`src/rtl/predictor_bht_check.sv`:
```
// Branch direction predictor (direct-mapped saturating counters) with resolve check and statistics.
// Latency: lookup is combinational; resolve results and table training are visible one cycle after acceptance. No backpressure: one resolve per cycle.
module predictor_bht_check #(
    parameter int ADDR_W   = 11,
    parameter int INDEX_W  = 4,
    parameter int CNT_W    = 2,
    parameter int CNT_INIT = 1,
    parameter int STAT_W   = 16
) (
    input  logic              clk,
    input  logic              rst_n,
    input  logic [ADDR_W-1:0] lookup_pc,
    output logic              lookup_taken,
    input  logic              resolve_valid,
    input  logic [ADDR_W-1:0] resolve_pc,
    input  logic [1:0]        branch_type,
    input  logic              branch_taken,
    input  logic [ADDR_W-1:0] jump_addr,
    input  logic              W_zero,
    input  logic              W_positive,
    input  logic              carry,
    output logic              resolve_done,
    output logic              prediction_failed,
    output logic              branch_result,
    output logic [ADDR_W-1:0] failback_addr,
    output logic [STAT_W-1:0] stat_branches,
    output logic [STAT_W-1:0] stat_mispredicts
);

    localparam int DEPTH = 1 << INDEX_W;
    localparam logic [CNT_W-1:0] CNT_RST = CNT_W'(CNT_INIT);
    localparam logic [CNT_W-1:0] CNT_MAX = '1;
    localparam logic [CNT_W-1:0] CNT_MIN = '0;
    localparam logic [STAT_W-1:0] STAT_MAX = '1;

    logic [CNT_W-1:0]   cnt_table [DEPTH];

    logic [INDEX_W-1:0] lookup_idx;
    logic [INDEX_W-1:0] resolve_idx;
    logic               accept;
    logic               actual;
    logic               failed;
    logic [ADDR_W-1:0]  recover_addr;
    logic [CNT_W-1:0]   cnt_cur;
    logic [CNT_W-1:0]   cnt_next;
    logic               unused_pc_hi;

    // Upper pc bits intentionally take no part in indexing; branches alias.
    assign lookup_idx   = lookup_pc[INDEX_W-1:0];
    assign resolve_idx  = resolve_pc[INDEX_W-1:0];
    assign unused_pc_hi = ^{lookup_pc[ADDR_W-1:INDEX_W], resolve_pc[ADDR_W-1:INDEX_W]};

    // Reads registered state only, so a same-cycle resolve is not bypassed.
    assign lookup_taken = cnt_table[lookup_idx][CNT_W-1];

    assign accept = resolve_valid && (branch_type != 2'b00);

    always_comb begin
        actual = 1'b0;
        unique case (branch_type)
            2'b01:   actual = W_zero;
            2'b10:   actual = W_positive;
            2'b11:   actual = carry;
            default: actual = 1'b0;
        endcase
    end

    assign failed       = (actual != branch_taken);
    assign recover_addr = branch_taken ? (resolve_pc + ADDR_W'(1)) : jump_addr;

    assign cnt_cur = cnt_table[resolve_idx];

    always_comb begin
        cnt_next = cnt_cur;
        if (actual) begin
            if (cnt_cur != CNT_MAX) begin
                cnt_next = cnt_cur + CNT_W'(1);
            end
        end else begin
            if (cnt_cur != CNT_MIN) begin
                cnt_next = cnt_cur - CNT_W'(1);
            end
        end
    end

    always_ff @(posedge clk or negedge rst_n) begin
        if (!rst_n) begin
            for (int i = 0; i < DEPTH; i++) begin
                cnt_table[i] <= CNT_RST;
            end
        end else if (accept) begin
            cnt_table[resolve_idx] <= cnt_next;
        end
    end

    // Pulses clear when idle; direction and recovery address hold.
    always_ff @(posedge clk or negedge rst_n) begin
        if (!rst_n) begin
            resolve_done      <= 1'b0;
            prediction_failed <= 1'b0;
            branch_result     <= 1'b0;
            failback_addr     <= '0;
        end else if (accept) begin
            resolve_done      <= 1'b1;
            prediction_failed <= failed;
            branch_result     <= actual;
            failback_addr     <= recover_addr;
        end else begin
            resolve_done      <= 1'b0;
            prediction_failed <= 1'b0;
        end
    end

    always_ff @(posedge clk or negedge rst_n) begin
        if (!rst_n) begin
            stat_branches    <= '0;
            stat_mispredicts <= '0;
        end else if (accept) begin
            if (stat_branches != STAT_MAX) begin
                stat_branches <= stat_branches + STAT_W'(1);
            end
            if (failed && (stat_mispredicts != STAT_MAX)) begin
                stat_mispredicts <= stat_mispredicts + STAT_W'(1);
            end
        end
    end

endmodule

```
`config.mk`:
```
export PLATFORM = sky130hd
export DESIGN_NAME = predictor_bht_check
export DESIGN_NICKNAME = d
export VERILOG_FILES = /design/src/rtl/predictor_bht_check.sv
export SDC_FILE = /design/constraint.sdc
export NUM_CORES = 1
export LEC_CHECK = 0
export ABC_AREA = 1
export CAP_MARGIN = 0
export CORE_MARGIN = 10
export CORE_UTILIZATION = 40
export DETAILED_ROUTE_END_ITERATION = 10
export SLEW_MARGIN = 20
export SYNTH_ARGS = -nofsm -noshare
export SYNTH_HDL_FRONTEND = slang
export SYNTH_SLANG_ARGS = --single-unit
```
`constraint.sdc`:
```
create_clock -name clk -period 2.3 [get_ports clk]
set_input_delay 0.23 -clock clk [delete_from_list [all_inputs] [get_ports clk]]
set_output_delay 0.23 -clock clk [all_outputs]
set_load 0.05 [all_outputs]
```
==> results.txt <==
The run finished with clean final reports. Starting utilization of the core area: 41.3%. For the count of final max-slew check failures, the log shows 0. The tools report the number of iterations in the first detailed-routing pass as 4. In this run, synthesis produced a sequential element count of 78. The worst path meets setup with 0.182 ns of slack. The critical path goes through clkdlybuf4s50_1 -> a21oi_1 -> o21ai_0 -> o21ai_0 -> o221ai_1 -> o21ai_0 -> buf_12. The tool flagged a number of max-cap violations equal to 0. The cell sitting at the root of the clock tree is a sky130_fd_sc_hd__clkbuf_16. In the final routed layout, each cell accounts on average for 14.6 µm.

The tightest hold path in the finished design has a slack of 0.320 ns. Slowest cell on the critical path: sky130_fd_sc_hd__clkdlybuf4s50_1. The setup TNS after final layout is 0 ns, and the number of diodes is 0. The die width was 126 µm; the number of standard cells after synthesis was 613. Prior to clock tree synthesis, the placed netlist has a worst setup slack of 0.0528 ns. The critical path's largest stage delay is 0.78 ns. 89 I/O pins were placed. The launching element type of the critical path was an input pin. The Yosys step of the flow raised 0 warnings.

Post-CTS timing repair inserted 0 buffers for setup. In this run the worst path has a maximum fanout of 16. The H-tree generated during clock tree synthesis spans 3 levels. The logs give 0 for the final-report setup violation count and 9 for the number of CTS-inserted buffers. Dividing the detail-routed via count by the number of cells gives 4.94.

The number of global-route vias before repair was 4235; the number of I/O port buffers was 81. Cells fill 53.5% of the core in the end. Compared with the post-synthesis result, the final layout area differs by 29.6%. Global routing consumed, over all layers together, 15.8% of the routing resources. The region available for standard cell placement spans 0.0109 mm². The net count after synthesis came out at 661.

TritonCTS built the clock tree. At the pin with the least slew margin, the transition time is 0.540 ns. Entering global routing, the biggest net connects 57 pins. The minimum clock period after layout works out to 2.12 ns.

In this design, the critical path's most frequently occurring cell is sky130_fd_sc_hd__o21ai_0. The count of distinct cell types in the synthesized netlist is 34. The start-to-end type of the worst setup path was in -> out.

The async set-reset flop share out of synthesis works out to 100%. The congestion estimate from routability-driven global placement came to 0.843. In this run the mean area of a mapped cell was 7.37 µm². The most used flip-flop cell after synthesis is sky130_fd_sc_hd__dfrtp_1. The maximum clock path buffer count is 2.

The synthesized netlist occupies a cell area of 0.00452 mm². The category of the worst setup path capture point was a primary output. After floorplanning, the core was divided into 38 placement rows. Sum of routed wire length over all layers: 12400 µm.

Sink count of the clock tree: 78. For this design the ratio of total power to cell area is 877 mW/mm². Setup repair after global routing left no endpoint under its margin.

Summed over all layers, the global routing overflow is 0. The tools report the highest clock rate as 0.472 GHz. The first-pass GRT wire length is 20800 µm. The overall die height works out to 126 µm.

IR analysis of the VDD net gives a maximum drop of 0.671 mV. The initial antenna violation count was 0; the half-perimeter wire length after detailed placement was 8970 µm. Via count: 4189.

In this run the remaining antenna-violating nets after routing total 0. Headroom to the max-slew limit came out at 63.9%. Static leakage power: 2.74 nW. The later pin in the worst-skew pair is clocked with a latency of 0.34 ns. The number of failing hold endpoints at the final stage was 0. Critical path required time: 2.07 ns. Ratio of final minimum period to clock period: 92.1%. The final clock skew was 0.00527 ns. For the final-stage net count, the log shows 751. Data arrives at the worst endpoint at 1.89 ns. After synthesis, flip-flops and latches occupy 43.7% of the total area. The design draws 5.13 mW. After detailed routing, the number of remaining DRC violations is 0. The die covers 0.0159 mm². In this run, the number of DRC markers left after iteration 0 of detailed routing was 225. In this run the worst hold path is classified as in -> async. The number of flops mapped to enable cells by yosys was 0. Of the cells placed in the final design, the portion with a size suffix greater than 1 is 9.60%. The CTS clock-pin slew for the worst setup and hold paths was 0.06 ns.
-- kinds of logic after synthesis --
logic type / after synthesis / share of synthesized area (%)
AO/OA/AOI/OAI: 57 / 7.34
XOR/XNOR: 30 / 5.82
adder cells (fa/ha/maj): 6 / 1.66
buffers and inverters: 87 / 8.53
flip-flops: 78 / 43.7
AND/OR/NAND/NOR: 355 / 33.0
-- timing repair --
item / in CTS / in global routing
hold endpoints to repair: 12 / 0
resized for setup: 0 / 0
hold buffers: 1 / 0
-- sequential cells by signal (all words and copies together) (netlist names) --
signal             cells
stat_branches         16
stat_mispredicts      16
branch_result          1
prediction_failed      1
resolve_done           1
failback_addr         11
cnt_table             32
-- worst max-delay path: cells and delay by family --
| kind | cells | cell delay, ns |
|---|---|---|
| buffers and inverters | 2 | 0.97 |
| AO/OA/AOI/OAI | 5 | 0.68 |
-- cell usage after synthesis (2+ instances only) --
cell type                  count  share of area, %
sky130_fd_sc_hd__inv_1        69               5.7
sky130_fd_sc_hd__nand2_4       2              0.50
sky130_fd_sc_hd__nand3_1      47               5.2
sky130_fd_sc_hd__inv_4         2              0.28
sky130_fd_sc_hd__nand2_1     209                17
sky130_fd_sc_hd__inv_2         2              0.17
sky130_fd_sc_hd__buf_4         2              0.33
sky130_fd_sc_hd__ha_1          6               1.7
sky130_fd_sc_hd__xnor2_1      15               2.9
sky130_fd_sc_hd__nor2_1       65               5.4
sky130_fd_sc_hd__nor3_1       12               1.3
sky130_fd_sc_hd__nand2_2       8               1.1
sky130_fd_sc_hd__nor2_4        2              0.50
sky130_fd_sc_hd__o21ai_1       7              0.78
sky130_fd_sc_hd__dfrtp_1      62                34
sky130_fd_sc_hd__a21oi_1      17               1.9
sky130_fd_sc_hd__o21ai_0      20               2.2
sky130_fd_sc_hd__o211ai_1      2              0.33
sky130_fd_sc_hd__nand4_1       5              0.69
sky130_fd_sc_hd__buf_6         6               1.5
sky130_fd_sc_hd__o21ai_2       4              0.78
sky130_fd_sc_hd__nand3b_1      3              0.50
sky130_fd_sc_hd__a31oi_1       2              0.28
sky130_fd_sc_hd__dfstp_2      16               9.3
sky130_fd_sc_hd__xor2_1       15               2.9
sky130_fd_sc_hd__clkbuf_1      5              0.42
-- metrics by stage --
stage / area [µm²] / cells
floorplan: 4520 / 613
global placement: 5510 / 831
detailed placement: 5510 / 831
CTS: 5850 / 848
global route: 5850 / 848
finish: 5850 / 848
-- layout make-up --
cell class | instances | area (µm²)
fill | 1082 | 5080
multi-input combinational | 448 | 2160
sequential | 78 | 1970
timing repair buffer | 93 | 936
inverter | 73 | 279
clock buffer | 11 | 253
tap | 140 | 175
clock inverter | 5 | 81.3
-- final timing paths --
check                                          to  cells past startpoint        startpoint  slack, ns
worst max-delay path                 lookup_taken                      7      lookup_pc[0]       0.18
worst min-delay path                 resolve_done                      2             rst_n       0.32
worst max register to register  stat_branches[13]                      8  stat_branches[0]       0.40
worst min register to register      cnt_table[26]                      2     cnt_table[26]       0.46
max in group asynchronous           cnt_table[30]                      3             rst_n       1.33
min in group clk                 failback_addr[0]                      3      jump_addr[0]       0.46
-- metal layers --
| layer | share of wire, % | global-route usage [%] |
|---|---|---|
| met1 | 44 | 19.7 |
| met5 | 0 | 0 |
| met4 | 1.4 | 5.56 |
| met2 | 47 | 25.1 |
| met3 | 7.2 | 4.99 |
-- placed cells by master, fill, tap and decap left out, types with 6 or more instances in the layout --
cell type,n
sky130_fd_sc_hd__a21oi_1,17
sky130_fd_sc_hd__buf_4,10
sky130_fd_sc_hd__clkbuf_16,9
sky130_fd_sc_hd__clkdlybuf4s50_1,79
sky130_fd_sc_hd__dfrtp_1,62
sky130_fd_sc_hd__dfstp_2,16
sky130_fd_sc_hd__ha_1,6
sky130_fd_sc_hd__inv_1,69
sky130_fd_sc_hd__nand2_1,209
sky130_fd_sc_hd__nand2_2,8
sky130_fd_sc_hd__nand3_1,47
sky130_fd_sc_hd__nor2_1,65
sky130_fd_sc_hd__nor3_1,12
sky130_fd_sc_hd__o21ai_0,20
sky130_fd_sc_hd__o21ai_1,7
sky130_fd_sc_hd__xnor2_1,15
sky130_fd_sc_hd__xor2_1,15
-- power by group --
group	leakage, nW	switching, mW	internal (mW)	total, mW
Sequential	0.950	0.238	1.69	1.93
Clock	0.162	0.582	1.01	1.59
Combinational	1.63	1.05	0.569	1.62
No activity file was read; power rests on OpenSTA's default activity.
